===== src/rtl/multu_pkg.sv =====
// ---------------------------------------------------------------------------
// multu_pkg
//   Shared definitions for the iterative HI/LO multiplier:
//     MULTU_WIDTH   default operand width (product is twice this)
//     MULTU_CNT_W   step-counter width for the default operand width
//     multuState_t  control FSM encoding (IDLE -> RUN -> FIX -> IDLE)
// ---------------------------------------------------------------------------
package multu_pkg;

  localparam int MULTU_WIDTH = 32;
  localparam int MULTU_CNT_W = $clog2(MULTU_WIDTH);

  typedef enum logic [1:0] {
    IDLE = 2'd0,
    RUN  = 2'd1,
    FIX  = 2'd2
  } multuState_t;

endpackage


===== src/rtl/multu_step.sv =====
// ---------------------------------------------------------------------------
// multu_step
//   Combinational add-and-shift for one multiplier bit.
//   Ports:
//     accIn   [2*WIDTH-1:0]  partial product {upper, remaining multiplier bits}
//     mcand   [WIDTH-1:0]    multiplicand magnitude
//     accOut  [2*WIDTH-1:0]  partial product after one step
//
//   The multiplier bit under test is accIn[0]; the multiplier sits in the
//   low half and is consumed from the bottom as the product shifts in from
//   the top. The addition carry is kept: it becomes the MSB after the right
//   shift, so the (2*WIDTH+1)-bit accumulator never needs its top bit stored
//   (that bit is always zero once the shift has happened).
// ---------------------------------------------------------------------------
module multu_step #(
  parameter int WIDTH = 32
) (
  input  logic [2*WIDTH-1:0] accIn,
  input  logic [WIDTH-1:0]   mcand,
  output logic [2*WIDTH-1:0] accOut
);

  logic [WIDTH:0] upperSum;

  always_comb begin
    if (accIn[0]) begin
      upperSum = {1'b0, accIn[2*WIDTH-1:WIDTH]} + {1'b0, mcand};
    end else begin
      upperSum = {1'b0, accIn[2*WIDTH-1:WIDTH]};
    end
    accOut = {upperSum, accIn[WIDTH-1:1]};
  end

endmodule


===== src/rtl/multu_seq_unit.sv =====
// ---------------------------------------------------------------------------
// multu_seq_unit
//   Iterative shift-add multiplier feeding the HI/LO register. A request
//   is taken in IDLE, WIDTH add-shift steps run in RUN, and FIX applies the
//   sign and delivers the product with a one-cycle write strobe.
//   Ports:
//     clk, reset        clock; synchronous active-high reset
//     start             request, sampled only while idle
//     is_signed         1 = two's complement (MULT), 0 = unsigned (MULTU)
//     acc               1 = accumulate into HI/LO on delivery (HL=1)
//     op_a, op_b        multiplicand / multiplier
//     flush             abort in-flight op; also blocks a same-edge start
//     busy              op in flight (state != IDLE)
//     done, hilo_we     one-cycle pulse, MultuAns valid
//     HL                HI/LO mode for this write: 0 overwrite, 1 accumulate
//     MultuAns          product, held between operations
// ---------------------------------------------------------------------------
module multu_seq_unit
  import multu_pkg::*;
#(
  parameter int WIDTH = MULTU_WIDTH
) (
  input  logic               clk,
  input  logic               reset,
  input  logic               start,
  input  logic               is_signed,
  input  logic               acc,
  input  logic [WIDTH-1:0]   op_a,
  input  logic [WIDTH-1:0]   op_b,
  input  logic               flush,
  output logic               busy,
  output logic               done,
  output logic               hilo_we,
  output logic               HL,
  output logic [2*WIDTH-1:0] MultuAns
);

  localparam int CNT_W = (WIDTH > 1) ? $clog2(WIDTH) : 1;

  multuState_t        stateReg, stateNext;
  logic [CNT_W-1:0]   countReg;
  logic [2*WIDTH-1:0] prodReg;
  logic [2*WIDTH-1:0] prodStep;
  logic [WIDTH-1:0]   mcandReg;
  logic               negReg;
  logic               accModeReg;
  logic               doneReg;
  logic               hlReg;
  logic [2*WIDTH-1:0] ansReg;

  logic               loadOp;
  logic               finishOp;
  logic [WIDTH-1:0]   aMag;
  logic [WIDTH-1:0]   bMag;
  logic [2*WIDTH-1:0] fixedProd;

  // Magnitudes: the most negative value negates to itself, which read as
  // unsigned is exactly its magnitude, so no extra bit is needed.
  assign aMag = (is_signed && op_a[WIDTH-1]) ? -op_a : op_a;
  assign bMag = (is_signed && op_b[WIDTH-1]) ? -op_b : op_b;

  assign fixedProd = negReg ? -prodReg : prodReg;

  multu_step #(
    .WIDTH (WIDTH)
  ) stepInst (
    .accIn  (prodReg),
    .mcand  (mcandReg),
    .accOut (prodStep)
  );

  // Next-state and control decode.
  always_comb begin
    stateNext = stateReg;
    loadOp    = 1'b0;
    finishOp  = 1'b0;
    case (stateReg)
      IDLE: begin
        if (start && !flush) begin
          loadOp    = 1'b1;
          stateNext = RUN;
        end
      end
      RUN: begin
        if (flush) begin
          stateNext = IDLE;
        end else if (countReg == CNT_W'(WIDTH - 1)) begin
          stateNext = FIX;
        end
      end
      FIX: begin
        stateNext = IDLE;
        finishOp  = !flush;
      end
      default: begin
        stateNext = IDLE;
      end
    endcase
  end

  always_ff @(posedge clk) begin
    if (reset) begin
      stateReg   <= IDLE;
      countReg   <= '0;
      prodReg    <= '0;
      mcandReg   <= '0;
      negReg     <= 1'b0;
      accModeReg <= 1'b0;
      doneReg    <= 1'b0;
      hlReg      <= 1'b0;
      ansReg     <= '0;
    end else begin
      stateReg <= stateNext;
      doneReg  <= finishOp;

      if (loadOp) begin
        countReg   <= '0;
        // Upper half cleared, multiplier loaded into the lower half.
        prodReg    <= {{WIDTH{1'b0}}, bMag};
        mcandReg   <= aMag;
        negReg     <= is_signed & (op_a[WIDTH-1] ^ op_b[WIDTH-1]);
        accModeReg <= acc;
      end else if (stateReg == RUN && !flush) begin
        prodReg  <= prodStep;
        countReg <= countReg + 1'b1;
      end

      if (finishOp) begin
        ansReg <= fixedProd;
        hlReg  <= accModeReg;
      end
    end
  end

  assign busy     = (stateReg != IDLE);
  assign done     = doneReg;
  assign hilo_we  = doneReg;
  assign HL       = hlReg;
  assign MultuAns = ansReg;

endmodule


===== config.mk =====
export PLATFORM = sky130hd
export DESIGN_NAME = multu_seq_unit
export DESIGN_NICKNAME = d
export VERILOG_FILES = /design/src/rtl/multu_pkg.sv /design/src/rtl/multu_step.sv /design/src/rtl/multu_seq_unit.sv
export SDC_FILE = /design/constraint.sdc
export NUM_CORES = 1
export LEC_CHECK = 0
export ABC_AREA = 1
export CORE_AREA = 3 3 164 166
export CTS_CLUSTER_DIAMETER = 50
export DETAILED_ROUTE_END_ITERATION = 10
export DIE_AREA = 0 0 167 169
export PLACE_DENSITY = 0.8
export SYNTH_ARGS = -nofsm -noshare
export SYNTH_HDL_FRONTEND = slang
export SYNTH_HIERARCHICAL = 1
export SYNTH_SLANG_ARGS = --single-unit
export TNS_END_PERCENT = 20

===== constraint.sdc =====
create_clock -name clk -period 5.9 [get_ports clk]
set_input_delay 1.475 -clock clk [delete_from_list [all_inputs] [get_ports clk]]
set_output_delay 1.475 -clock clk [all_outputs]
set_load 0.01 [all_outputs]

---- Word level (Yosys, flattened, before mapping) ----
Cells that the tools add are included.
word-level totals
  bits in registers ....................... 171
  output and inout port bits .............. 68
  input port bits ......................... 70
  logic and storage cells ................. 45
cells by class
  equality and inequality tests ........... 5
  reductions and logical operators ........ 10
  bitwise operators ....................... 2
  add/subtract/negate cells ............... 5
  multiplexer cells ....................... 13
operators by type and width
  operator                                                         count
  32-bit 2-to-1 mux                                                4
  64-bit 2-to-1 mux                                                1
  32-bit negation                                                  2
  64-bit negation                                                  1
  32-bit by 32-bit adder with 33-bit output                        1
  33-bit 2-to-1 mux                                                1
  2-bit 2-to-1 mux                                                 3
  5-bit by 1-bit adder with 5-bit output, second input constant    1
  5-bit == test, second input constant                             1
  1-bit logical AND                                                4
  2-bit one-hot mux with 2 select lines                            1
  2-bit nonzero test                                               2
  1-bit 2-to-1 mux                                                 3
  3-bit != test, second input constant                             1
  2-bit by 1-bit == test with 1-bit output, second input constant  1
  2-bit == test, second input constant                             1
  2-bit zero test                                                  1
  2-bit != test, second input constant                             1
  2-bit AND reduction                                              1
  2-bit OR reduction                                               1
  1-bit AND                                                        1
  1-bit zero test                                                  1
  1-bit XOR                                                        1

---- Longest topological paths before layout ----
Gate-level depths: netlist (run 1).
  depth in word-level cells ............... 5
  gate-level depth with buffers ........... 16
  mapped depth without buffers ............ 16

---- Cells and area by module ----
The synthesis (run 1) kept the hierarchy.
modules (own cells, without submodules)
  module          seq. area each (um2)  times used  cells an instance  area an instance (um2)
  multu_seq_unit  3,423.3               1           1,666              10,393.7
  multu_step      0.0                   1           616                3,016.6

---- Worst setup path before layout (run 1) ----
No wires, ideal clock.
  path type ............................... input to register
  start point ............................. input op_a[0]
  end point ............................... register mcandReg[22]
  stages .................................. 10
  arrival ................................. 2,657 ps
  library setup time ...................... 113 ps
  path slack .............................. 3,130 ps
  data required time ...................... 5,787 ps
  path buffers ............................ 0
  path through ............................ inv_1 -> ha_1 -> nand3_1 -> nor2_1 -> nand3_1 -> o21ai_2 -> nand2_1 -> nor2_1 -> nand3b_1 -> nand2_1
on the way
  word-level cells in the longest chain between the ends .. 2
ends and longest elaborated chain
  item                  RTL line               source
  start, declared       multu_seq_unit.sv:28   input logic [WIDTH-1:0] op_a,
  32-bit negation       multu_seq_unit.sv:59   assign aMag = (is_signed && op_a[WIDTH-1]) ? -op_a : op_a;
  32-bit 2-to-1 mux     multu_seq_unit.sv:59
  end signal, assigned  multu_seq_unit.sv:120  mcandReg <= aMag;
  end, declared         multu_seq_unit.sv:44   logic [WIDTH-1:0] mcandReg;
Every way passes these cells.
A chain may end at the register's enable or synchronous reset.

---- Worst setup path after layout (run 1) ----
  start point ............................. input flush
  end point ............................... register prodReg[34]
on the way
  word-level cells in the longest chain between the ends .. 5
ends and longest elaborated chain
  item                                 RTL line                                     source
  start, declared                      multu_seq_unit.sv:30                         input logic flush,
  1-bit zero test *                    multu_seq_unit.sv:79, multu_seq_unit.sv:123
  1-bit logical AND                    multu_seq_unit.sv:79                         if (start && !flush) begin
  1-bit 2-to-1 mux                     multu_seq_unit.sv:79
  1-bit 2-to-1 mux                     multu_seq_unit.sv:77                         case (stateReg)
  2-bit OR reduction (no source line)  n/a
  end signal, assigned                 multu_seq_unit.sv:119                        prodReg <= {{WIDTH{1'b0}}, bMag};
  end signal, assigned                 multu_seq_unit.sv:124                        prodReg <= prodStep;
  end, declared                        multu_seq_unit.sv:42                         logic [2*WIDTH-1:0] prodReg;
Every way passes the cells marked *; elsewhere a longest branch is shown, timed or not.

==> results of run 1 <==
==> synthesized netlist by cell type, types with 6 or more instances <==
master	instances	area, um2
a31oi_1	9	56.3
nand3b_1	12	90.1
buf_2	32	160
buf_4	37	278
o21a_1	33	248
nand3_1	172	861
nand2_1	710	2670
dfxtp_1	171	3420
o21ai_0	134	671
ha_1	37	463
nand2_2	17	106
nor2_4	7	78.8
inv_1	267	1000
nand3_2	8	80.1
o211ai_1	8	60.1
o21bai_1	8	60.1
nor2_2	13	81.3
o21ai_1	10	50.1
clkbuf_1	38	143
nand4_1	21	131
a21oi_1	133	666
a21o_1	6	45.0
xnor2_1	25	219
nor2_1	288	1080
xor2_1	27	236
nor3_1	15	75.1
==> path summary, 6_finish.rpt <==
path                start      endpoint  slack (ns)  cells after the start
max                 flush   prodReg[34]        1.98                      7
min          mcandReg[22]  mcandReg[22]        0.47                      2
max reg2reg   stateReg[0]   prodReg[34]        3.13                      6
min reg2reg  mcandReg[22]  mcandReg[22]        0.47                      2
==> routing by layer <==
layer  share of wire  global-route usage  vias to the layer above
li1                -                   -                     7387
met5               0                   0                        -
met4           0.030              0.0879                        0
met1            0.46               0.401                     6574
met3           0.069              0.0355                       91
met2            0.44               0.472                      560
==> stage by stage <==
| step | cells | power [uW] |
|---|---|---|
| floorplan | 2282 | 1730 |
| global placement | 2655 | 1920 |
| detailed placement | 2655 | 1930 |
| CTS | 2687 | 3110 |
| global route | 2687 | 3250 |
| finish | 2688 | 3110 |
==> logic make-up (layout without fill, tap and decap cells) <==
| logic type | after synthesis | after routing |
|---|---|---|
| XOR/XNOR | 52 | 52 |
| other | 0 | 1 |
| buffers and inverters | 383 | 453 |
| AND/OR/NAND/NOR | 1275 | 1275 |
| flip-flops | 171 | 171 |
| adder cells (fa/ha/maj) | 38 | 38 |
| AO/OA/AOI/OAI | 363 | 363 |
==> placed cells by master (no fill, tap or decap), types with 21 or more instances in the layout <==
cell	count
o21a_1	33
nand2_1	709
nor2_1	288
nand4_1	21
xor2_1	27
clkdlybuf4s50_1	137
inv_1	266
xnor2_1	25
a21oi_1	133
nand3_1	172
ha_1	37
dfxtp_1	170
o21ai_0	134
==> worst reg2reg max path, delay by kind of cell (launching register included) <==
kind	cells	cell delay [ns]
AND/OR/NAND/NOR	2	1.35
AO/OA/AOI/OAI	1	0.22
buffers and inverters	3	0.71
flip-flops	1	0.42
==> layout make-up <==
| cell class | count | area [um2] |
|---|---|---|
| clock buffers | 17 | 425 |
| repair buffers | 148 | 1470 |
| well taps | 335 | 419 |
| diodes | 1 | 2.50 |
| multi-input cells | 1728 | 8380 |
| flip-flops and latches | 171 | 3420 |
| inverters | 273 | 1020 |
| clock inverters | 15 | 204 |
| fillers | 2551 | 10400 |
==> power by group through the flow <==
stage,Clock (uW),Combinational (uW),Sequential [uW]
finish,1200,685,1230
floorplan,0,491,1240
global placement,0,659,1260
global route,1250,768,1240
detailed placement,0,670,1260
CTS,1200,674,1230
==> state kept, by name (all words and copies together), names as in the netlist <==
name and flops:
HL 1, MultuAns 64, accModeReg 1, countReg 5, done 1, mcandReg 32, negReg 1, prodReg 64
stateReg 2
==> results.txt, run 1 <==
----------------------------------------------------
[Worst setup path]
  Maximum fanout count along the critical path ... between 50 and 60
  Class of the most critical setup path ... input pin to flop
  Worst path slowest cell ... nor2_4
  CP cell instances ... clkdlybuf4s50_1, nor2_1, nand3_1, inv_2, nor2_4, inv_1, a21oi_1
  Crit end category ... flop
  WP data arrival ... around 4.3 ns
  Family with the most delay on the worst path ... simple AND/OR/NAND/NOR gates
  Buffers and inverters on the worst path ... 3
  Startpoint type of the worst setup path ... input pin
  Critical Path RT ... ~6.3 ns
  Critical Path Max Stage Delay ... between 0.9 and 1 ns

[Clock network]
  Depth of the CTS H-tree ... 4
  Number of resized instances in the post-cts repair step ... 0
  Number of buffers added to fix hold violations after cts ... 0
  Clock tree root driver cell ... clkbuf_16
  Total setup buffers inserted after CTS ... 0
  Clock transition at the registers of the reported paths ... ~0.080 ns
  Number of buffers inserted during clock tree synthesis ... 17
  Number of sinks on the clock net ... approximately 170
  Worst-case clock buffer depth ... 2
  TritonCTS clock tree ... built
  Latest clock arrival within the worst-skew pair ... 0.45 ns

[Placement]
  Post-detailed-placement cell area ... ~0.015 mm2
  Placed wire-length estimate ... between 30000 and 40000 um
  Final estimated routing congestion in global placement ... between 0.9 and 1
  Setup Slack @ Placement ... 1.52 ns
  Count of port buffers added during placement ... between 100 and 150

[Global routing]
  Total congestion overflow after global routing ... 0
  GRT Util Overall ... 0.289
  Initial antenna violation count ... 0
  Wire length of the first global-routing pass ... approximately 67000 um
  Via count of the first global-routing pass ... around 13000
  Pin count of the biggest net entering global routing ... about 130

[Power and ir drop]
  Combinational share of power ... 0.220
  Static leakage power ... between 0.007 and 0.008 uW
  Register share of total power ... 0.396
  Max IR drop VDD ... about 0.00019 V
  Internal Dissipation ... just over 2000 uW
  Sw Share ... 0.346
  Net switching power ... 1080 uW
  Pwr Density ... around 200 mW/mm2
  Clock group share of total power ... 0.384

[Min path]
  Hold/Removal Path Class ... flop to flop

[Synthesis]
  Synthesized area per cell ... about 6 um2
  Adder-cell area share of the yosys netlist ... 0.0360
  Number of flops mapped to enable cells by yosys ... 0
  Synthesized-area fraction occupied by xor and xnor cells ... 0.0340
  Portion of the post-synthesis area used by sequential elements ... 0.255
  Post-synthesis net count ... 2390
  Mapped Cells ... roughly 2300
  Post-synth ARST share ... 0
  Fraction of the mapped netlist area in simple logic gates ... 0.400
  Synth Flop Type ... dfxtp_1
  Area of the mapped netlist ... around 0.013 mm2
  Count of warnings emitted by yosys ... 6
  Multiplexer fraction of the synthesized cell area ... 0
  Dominant combinational cell family by area after synthesis ... simple AND/OR/NAND/NOR gates
  Flip-flop and latch count after synthesis ... about 170
  Synth Area in Compound Gates ... 0.154
  Yosys cell types ... between 40 and 50

[Timing]
  Actual transition at the worst max-transition pin ... about 1.1 ns
  Final worst-path setup slack ... 1.98 ns
  Hold slack ... between 0.4 and 0.5 ns
  RSZ-0062 raised after global routing ... no
  Setup TNS ... 0 ns
  Part of the cycle the worst path needs ... 0.664
  Final setup violating endpoints ... 0
  Achievable frequency ... 255 MHz
  Max-slew violation count ... 0
  Post-layout minimum cycle time ... between 3 and 4 ns
  Max-Slew Margin vs Limit ... 0.247
  Number of hold-slack violations in the final timing report ... 0
  Final worst clock skew ... 0.0150 ns

[Drt]
  Vias per std cell ... ~5.4
  Number of violations reported at the end of detailed-routing iteration 0 ... roughly 1400
  Final routed DRC violation total ... 0
  Vias after detailed routing ... 14600
  First-pass detailed-route iteration total ... 6
  Antenna Violating Nets Remaining ... 0
  Post-Route WL ... ~42000 um
  Routed len/inst ... between 15 and 20 um

[Layout]
  Syn-to-layout area delta ... 14.4%
  Proportion of layout cells with a drive suffix above 1 ... 0.0472
  Layout Utilization ... 0.596
  Finished layout cell area ... between 0.015 and 0.02 mm2
  Net total in the final layout ... 2447

[Floorplan]
  Horiz. Die Dim ... ~170 um
  Number of top-level design ports ... around 140
  Die Outline Area ... approximately 0.028 mm2
  Placement Rows ... 59
  Area of the core ... 0.0258 mm2
  Initial Utilization ... 0.521
  DIE HEIGHT ... 169 um

[Run]
  Number of max-cap violations ... 0

[Status]
  Result of the run ... finished, final reports clean

----------------------------------------------------
(Power assumes the default switching activity.)
==> inputs of run 2 (changes only) <==
Clock period 5.9 ns to 3.67 ns, I/O delays scaled along.
==> results.txt, run 2 (synthesis gave the netlist of run 1 again) <==
----------------------------------------------------
[Status]
  Result of the run ... finished, final reports clean

[Drt]
  Routed len/inst ... ~16 um
  Number of violations reported at the end of detailed-routing iteration 0 ... roughly 1600
  Antenna Violating Nets Remaining ... 0
  Vias per std cell ... 5.46
  Final routed DRC violation total ... 0
  First-pass detailed-route iteration total ... 7
  Post-Route WL ... 42300 um
  Vias after detailed routing ... approximately 15000

[Worst setup path]
  Maximum fanout count along the critical path ... 25
  Critical Path Max Stage Delay ... 0.52 ns
  Setup slack, reg-to-reg ... roughly 1.1 ns
  CP cell instances ... clkdlybuf4s50_1, nand2_1, inv_1, buf_4, nand2_1, nand3_1, nand2_1, o21ai_0, a21oi_1
  Startpoint type of the worst setup path ... input pin
  Crit end category ... flop
  CP dominant cell by count ... nand2_1
  Worst path slowest cell ... clkdlybuf4s50_1
  R2r endpoint ... prodReg[54]
  Class of the most critical setup path ... input pin to flop
  Critical Path RT ... about 4 ns
  Number of cell instances on the worst register-to-register path ... 12
  Critical path origin ... op_b[31]
  Origin of the critical flop-to-flop path ... prodReg[34]
  WP data arrival ... 2.90 ns
  Worst setup endpoint ... prodReg[25]

[Timing]
  RSZ-0062 raised after global routing ... no
  Final setup violating endpoints ... 0
  Achievable frequency ... approximately 390 MHz
  Max-Slew Margin vs Limit ... 0.420
  Final worst clock skew ... around 0.016 ns
  Max-slew violation count ... 0
  Number of hold-slack violations in the final timing report ... 0
  Setup TNS ... 0 ns
  Post-layout minimum cycle time ... 2.58 ns
  Actual transition at the worst max-transition pin ... between 0.8 and 0.9 ns
  Final worst-path setup slack ... 1.09 ns
  Part of the cycle the worst path needs ... 0.702

[Clock network]
  Number of sinks on the clock net ... between 150 and 200
  TritonCTS clock tree ... built
  Number of buffers inserted during clock tree synthesis ... 17
  Depth of the CTS H-tree ... 4
  Total setup buffers inserted after CTS ... 0
  Worst-case clock buffer depth ... 2
  Clock transition at the registers of the reported paths ... about 0.08 ns
  Number of buffers added to fix hold violations after cts ... 0
  Number of resized instances in the post-cts repair step ... 0
  Latest clock arrival within the worst-skew pair ... 0.45 ns
  Clock tree root driver cell ... clkbuf_16

[Global routing]
  Pin count of the biggest net entering global routing ... around 100
  Wire length of the first global-routing pass ... ~70000 um
  Initial antenna violation count ... 0
  Total congestion overflow after global routing ... 0
  GRT Util Overall ... 0.295
  Via count of the first global-routing pass ... ~13000

[Floorplan]
  Area of the core ... between 0.02 and 0.03 mm2
  Die Outline Area ... about 0.028 mm2
  Horiz. Die Dim ... roughly 170 um
  Initial Utilization ... 0.521
  Number of top-level design ports ... about 140
  Placement Rows ... between 50 and 60
  DIE HEIGHT ... about 170 um

[Min path]
  Hold/Removal Path Class ... flop to flop

[Power and ir drop]
  Internal Dissipation ... about 3200 uW
  Combinational share of power ... 0.224
  Sw Share ... 0.353
  Static leakage power ... around 0.0072 uW
  Register share of total power ... 0.399
  Clock group share of total power ... 0.376
  Net switching power ... ~1800 uW
  Pwr Density ... around 320 mW/mm2
  Max IR drop VDD ... 0.000349 V

[Layout]
  Most frequent cells in the layout ... 709 x nand2_1, 288 x nor2_1, 266 x inv_1, 172 x nand3_1, 170 x dfxtp_1
  Net total in the final layout ... around 2500
  Number of diodes ... 0
  Proportion of layout cells with a drive suffix above 1 ... 0.0492
  Syn-to-layout area delta ... 14.7%
  Most common cell after layout, fill and taps aside ... nand2_1

[Placement]
  Placed wire-length estimate ... ~33000 um
  Setup Slack @ Placement ... around 0.65 ns
  Final estimated routing congestion in global placement ... about 1
  Count of port buffers added during placement ... roughly 140

[Run]
  Number of max-cap violations ... 0

----------------------------------------------------
run 2: changes by cell type in the layout (fill, tap and decap cells not counted):
cell | previous run | this run
buf_12 | 1 | 2
buf_4 | 10 | 14
bufinv_16 | 1 | 0
clkinv_8 | 6 | 8
diode_2 | 1 | 0
inv_6 | 2 | 1
run 2: layout make-up:
cell class | instances | area (um2)
Inverter | 273 | 1020
Clock buffer | 17 | 425
Tap cell | 335 | 419
Clock inverter | 15 | 198
Sequential cell | 171 | 3420
Multi-Input combinational cell | 1728 | 8380
Timing Repair Buffer | 153 | 1520
Fill cell | 2565 | 10400
run 2: metal layers:
| metal | track usage | part of all wire | up-vias |
|---|---|---|---|
| li1 | - | - | 7396 |
| met1 | 0.411 | 0.45 | 6637 |
| met2 | 0.483 | 0.45 | 594 |
| met3 | 0.0381 | 0.078 | 66 |
| met4 | 0.0811 | 0.022 | 0 |
| met5 | 0 | 0 | - |
run 2: worst min path at each step:
| stage | startpoint | endpoint | slack (ns) | cells after the start |
|---|---|---|---|---|
| 2_1_floorplan | mcandReg[19] | mcandReg[19] | 0.43 | 2 |
| 3_3_place_gp | mcandReg[26] | mcandReg[26] | 0.45 | 2 |
| 3_5_place_dp | mcandReg[24] | mcandReg[24] | 0.46 | 2 |
| 4_1_cts | mcandReg[24] | mcandReg[24] | 0.48 | 2 |
| 5_1_grt | mcandReg[7] | mcandReg[7] | 0.50 | 2 |
| 6_report | mcandReg[24] | mcandReg[24] | 0.47 | 2 |
run 2: power groups by stage:
stage               clock network (uW)  logic [uW]  registers, uW
global route                      1970        1240           1990
CTS                               1880        1090           1980
floorplan                            0         789           1990
global placement                     0        1070           2020
finish                            1870        1110           1980
detailed placement                   0        1080           2020
run 2: per-stage QoR:
| step | std cells | cell area, um2 | hold WS (ns) | power, uW | utilization |
|---|---|---|---|---|---|
| after floorplan | 2282 | 13400 | 0.430 | 2780 | - |
| after global placement | 2660 | 14800 | 0.452 | 3090 | 0.573 |
| after detailed placement | 2660 | 14800 | 0.462 | 3110 | 0.573 |
| after CTS | 2692 | 15400 | 0.480 | 4960 | 0.597 |
| after global routing | 2692 | 15400 | 0.499 | 5200 | 0.597 |
| final | 2692 | 15400 | 0.472 | 4970 | 0.597 |
run 2: worst max-delay path: cells and delay by family:
family / cells / cell delay (ns)
AOI/OAI and AO/OA: 2 / 0.23
buffers and inverters: 3 / 1.03
and+or+nand+nor: 4 / 0.71
==> inputs of run 3 (changes only) <==
Settings changed: PLACE_DENSITY 0.8 to 0.83.
Clock period 3.67 ns to 2.18 ns, I/O delays scaled along.
==> results.txt, run 3 (synthesis gave the netlist of run 1 again) <==
----------------------------------------------------
[Drt]
  Post-Route WL ... about 46000 um
  Routed len/inst ... 16.2 um
  Final routed DRC violation total ... 0
  Antenna Violating Nets Remaining ... 0
  First-pass detailed-route iteration total ... 7
  Vias after detailed routing ... approximately 16000
  Vias per std cell ... around 5.5
  Number of violations reported at the end of detailed-routing iteration 0 ... 1875

[Clock network]
  Clock tree root driver cell ... clkbuf_16
  Clock transition at the registers of the reported paths ... 0.08 ns
  Number of sinks on the clock net ... between 150 and 200
  TritonCTS clock tree ... built
  Number of buffers inserted during clock tree synthesis ... 17
  Number of buffers added to fix hold violations after cts ... 0
  Depth of the CTS H-tree ... 4
  Latest clock arrival within the worst-skew pair ... 0.45 ns
  Worst-case clock buffer depth ... 2

[Power and ir drop]
  Sw Share ... 0.346
  Static leakage power ... between 0.007 and 0.008 uW
  Net switching power ... about 3000 uW
  Clock group share of total power ... 0.371
  Pwr Density ... roughly 520 mW/mm2
  Combinational share of power ... 0.248
  Max IR drop VDD ... 0.000407 V
  Register share of total power ... 0.381
  Internal Dissipation ... approximately 5700 uW

[Worst setup path]
  Startpoint type of the worst setup path ... flop
  Crit end category ... flop
  WP data arrival ... around 2.5 ns
  Worst path slowest cell ... fa_2
  Critical Path Max Stage Delay ... between 0.3 and 0.4 ns
  Class of the most critical setup path ... flop to flop
  CP cell instances ... ha_1, fa_2, buf_4, nand2_1, nand3_2, nand2_1, nand2_2, nand2_1, nand3_1, nand3_1, nand2_1, o21ai_1, a21oi_1
  Maximum fanout count along the critical path ... 4
  Critical Path RT ... 2.51 ns
  CP dominant cell by count ... nand2_1

[Status]
  Failing checks ... setup timing
  Result of the run ... finished with violations

[Timing]
  Max-Slew Margin vs Limit ... 0.543
  Final worst-path setup slack ... -0.00750 ns
  Final setup violating endpoints ... 1
  Part of the cycle the worst path needs ... 1.00
  Post-layout minimum cycle time ... between 2 and 2.5 ns
  Max-slew violation count ... 0
  Actual transition at the worst max-transition pin ... approximately 0.68 ns
  Setup TNS ... -0.00750 ns
  Number of hold-slack violations in the final timing report ... 0
  Achievable frequency ... between 400 and 500 MHz
  Final worst clock skew ... roughly 0.014 ns
  RSZ-0062 raised after global routing ... yes

[Layout]
  Number of diodes ... 0
  Most common cell after layout, fill and taps aside ... nand2_1
  Most frequent cells in the layout ... 705 x nand2_1, 282 x nor2_1, 266 x inv_1, 170 x nand3_1, 167 x dfxtp_1
  Proportion of layout cells with a drive suffix above 1 ... 0.117
  Net total in the final layout ... roughly 2600
  Syn-to-layout area delta ... 25.4%
  Fill cell instance count of the final layout ... 2285
  Non-filler cells, final ... roughly 2800

[Placement]
  Placed wire-length estimate ... approximately 35000 um
  Final estimated routing congestion in global placement ... around 1.1
  Count of port buffers added during placement ... between 100 and 150
  Number of cells in the design after placement ... between 2000 and 3000

[Floorplan]
  Area of the core ... 0.0258 mm2
  Initial Utilization ... 0.521
  Die Outline Area ... 0.0282 mm2
  Number of top-level design ports ... about 140
  DIE HEIGHT ... 169 um
  Placement Rows ... 59
  Horiz. Die Dim ... roughly 170 um

[Global routing]
  Total congestion overflow after global routing ... 0
  Via count of the first global-routing pass ... 14500
  Initial antenna violation count ... 0
  GRT Util Overall ... 0.309
  Wire length of the first global-routing pass ... just over 70000 um
  Pin count of the biggest net entering global routing ... 52

[Min path]
  Hold/Removal Path Class ... flop to flop

[Run]
  Number of max-cap violations ... 0

----------------------------------------------------
[run 3: changes by cell type in the layout (fill, tap and decap cells not counted), moves of 4 or more]
cell	previous run	this run
buf_4	14	140
ha_4	0	12
nor2_2	12	18
nand2_1	709	705
buf_12	2	15
a21oi_2	2	7
ha_1	37	23
nand2_2	18	22
a21oi_1	133	128
nor2_1	288	282
[run 3: layout make-up]
cell class              count  area, um2  share of cell area
flip-flops and latches    171       3430               0.204
clock buffers              17        425              0.0253
well taps                 335        419              0.0249
clock inverters            15        204              0.0121
inverters                 273       1020              0.0609
repair buffers            292       2720               0.162
multi-input cells        1728       8590               0.511
[run 3: layer usage]
| layer | GRT usage | part of all wire | up-vias |
|---|---|---|---|
| met5 | 0 | 0 | - |
| met4 | 0.126 | 0.039 | 0 |
| met3 | 0.0343 | 0.087 | 129 |
| met2 | 0.499 | 0.44 | 819 |
| met1 | 0.423 | 0.43 | 7096 |
| li1 | - | - | 7661 |
[run 3: worst paths after layout]
kind / from / endpoint / slack (ns) / cells past startpoint
worst max-delay path: prodReg[32] / prodReg[61] / -0.008 / 13
worst min register to register: mcandReg[24] / mcandReg[24] / 0.47 / 2
worst min-delay path: mcandReg[24] / mcandReg[24] / 0.47 / 2
worst max register to register: prodReg[32] / prodReg[61] / -0.008 / 13
[run 3: repair_timing]
action	in CTS	in global routing
pin swaps	0	1
gates resized for setup	4	37
setup buffers	0	1
endpoints found under the setup margin	4	26
[run 3: stage by stage]
stage | setup slack [ns] | cell area (um2) | power, uW | utilization | hold slack (ns)
global route | -0.113 | 16800 | 9070 | 0.653 | 0.492
detailed placement | -0.219 | 16000 | 5430 | 0.619 | 0.459
CTS | 0.00501 | 16600 | 8620 | 0.645 | 0.476
finish | -0.00750 | 16800 | 8720 | 0.653 | 0.471
global placement | -0.140 | 16000 | 5390 | 0.619 | 0.449
floorplan | 0.188 | 13400 | 4680 | - | 0.430
[run 3: critical path, delay by kind of cell (launching register included)]
family	cells	cell delay, ns
and+or+nand+nor	8	0.76
adders and majority gates	2	0.61
DFF	1	0.34
AOI/OAI and AO/OA	2	0.21
buffers and inverters	1	0.17
[run 3: power by group through the flow]
stage | Combinational, uW | Clock (uW) | Sequential, uW
detailed placement | 2050 | 0 | 3380
global placement | 2010 | 0 | 3380
floorplan | 1330 | 0 | 3350
CTS | 2070 | 3240 | 3310
global route | 2370 | 3370 | 3330
finish | 2160 | 3240 | 3320
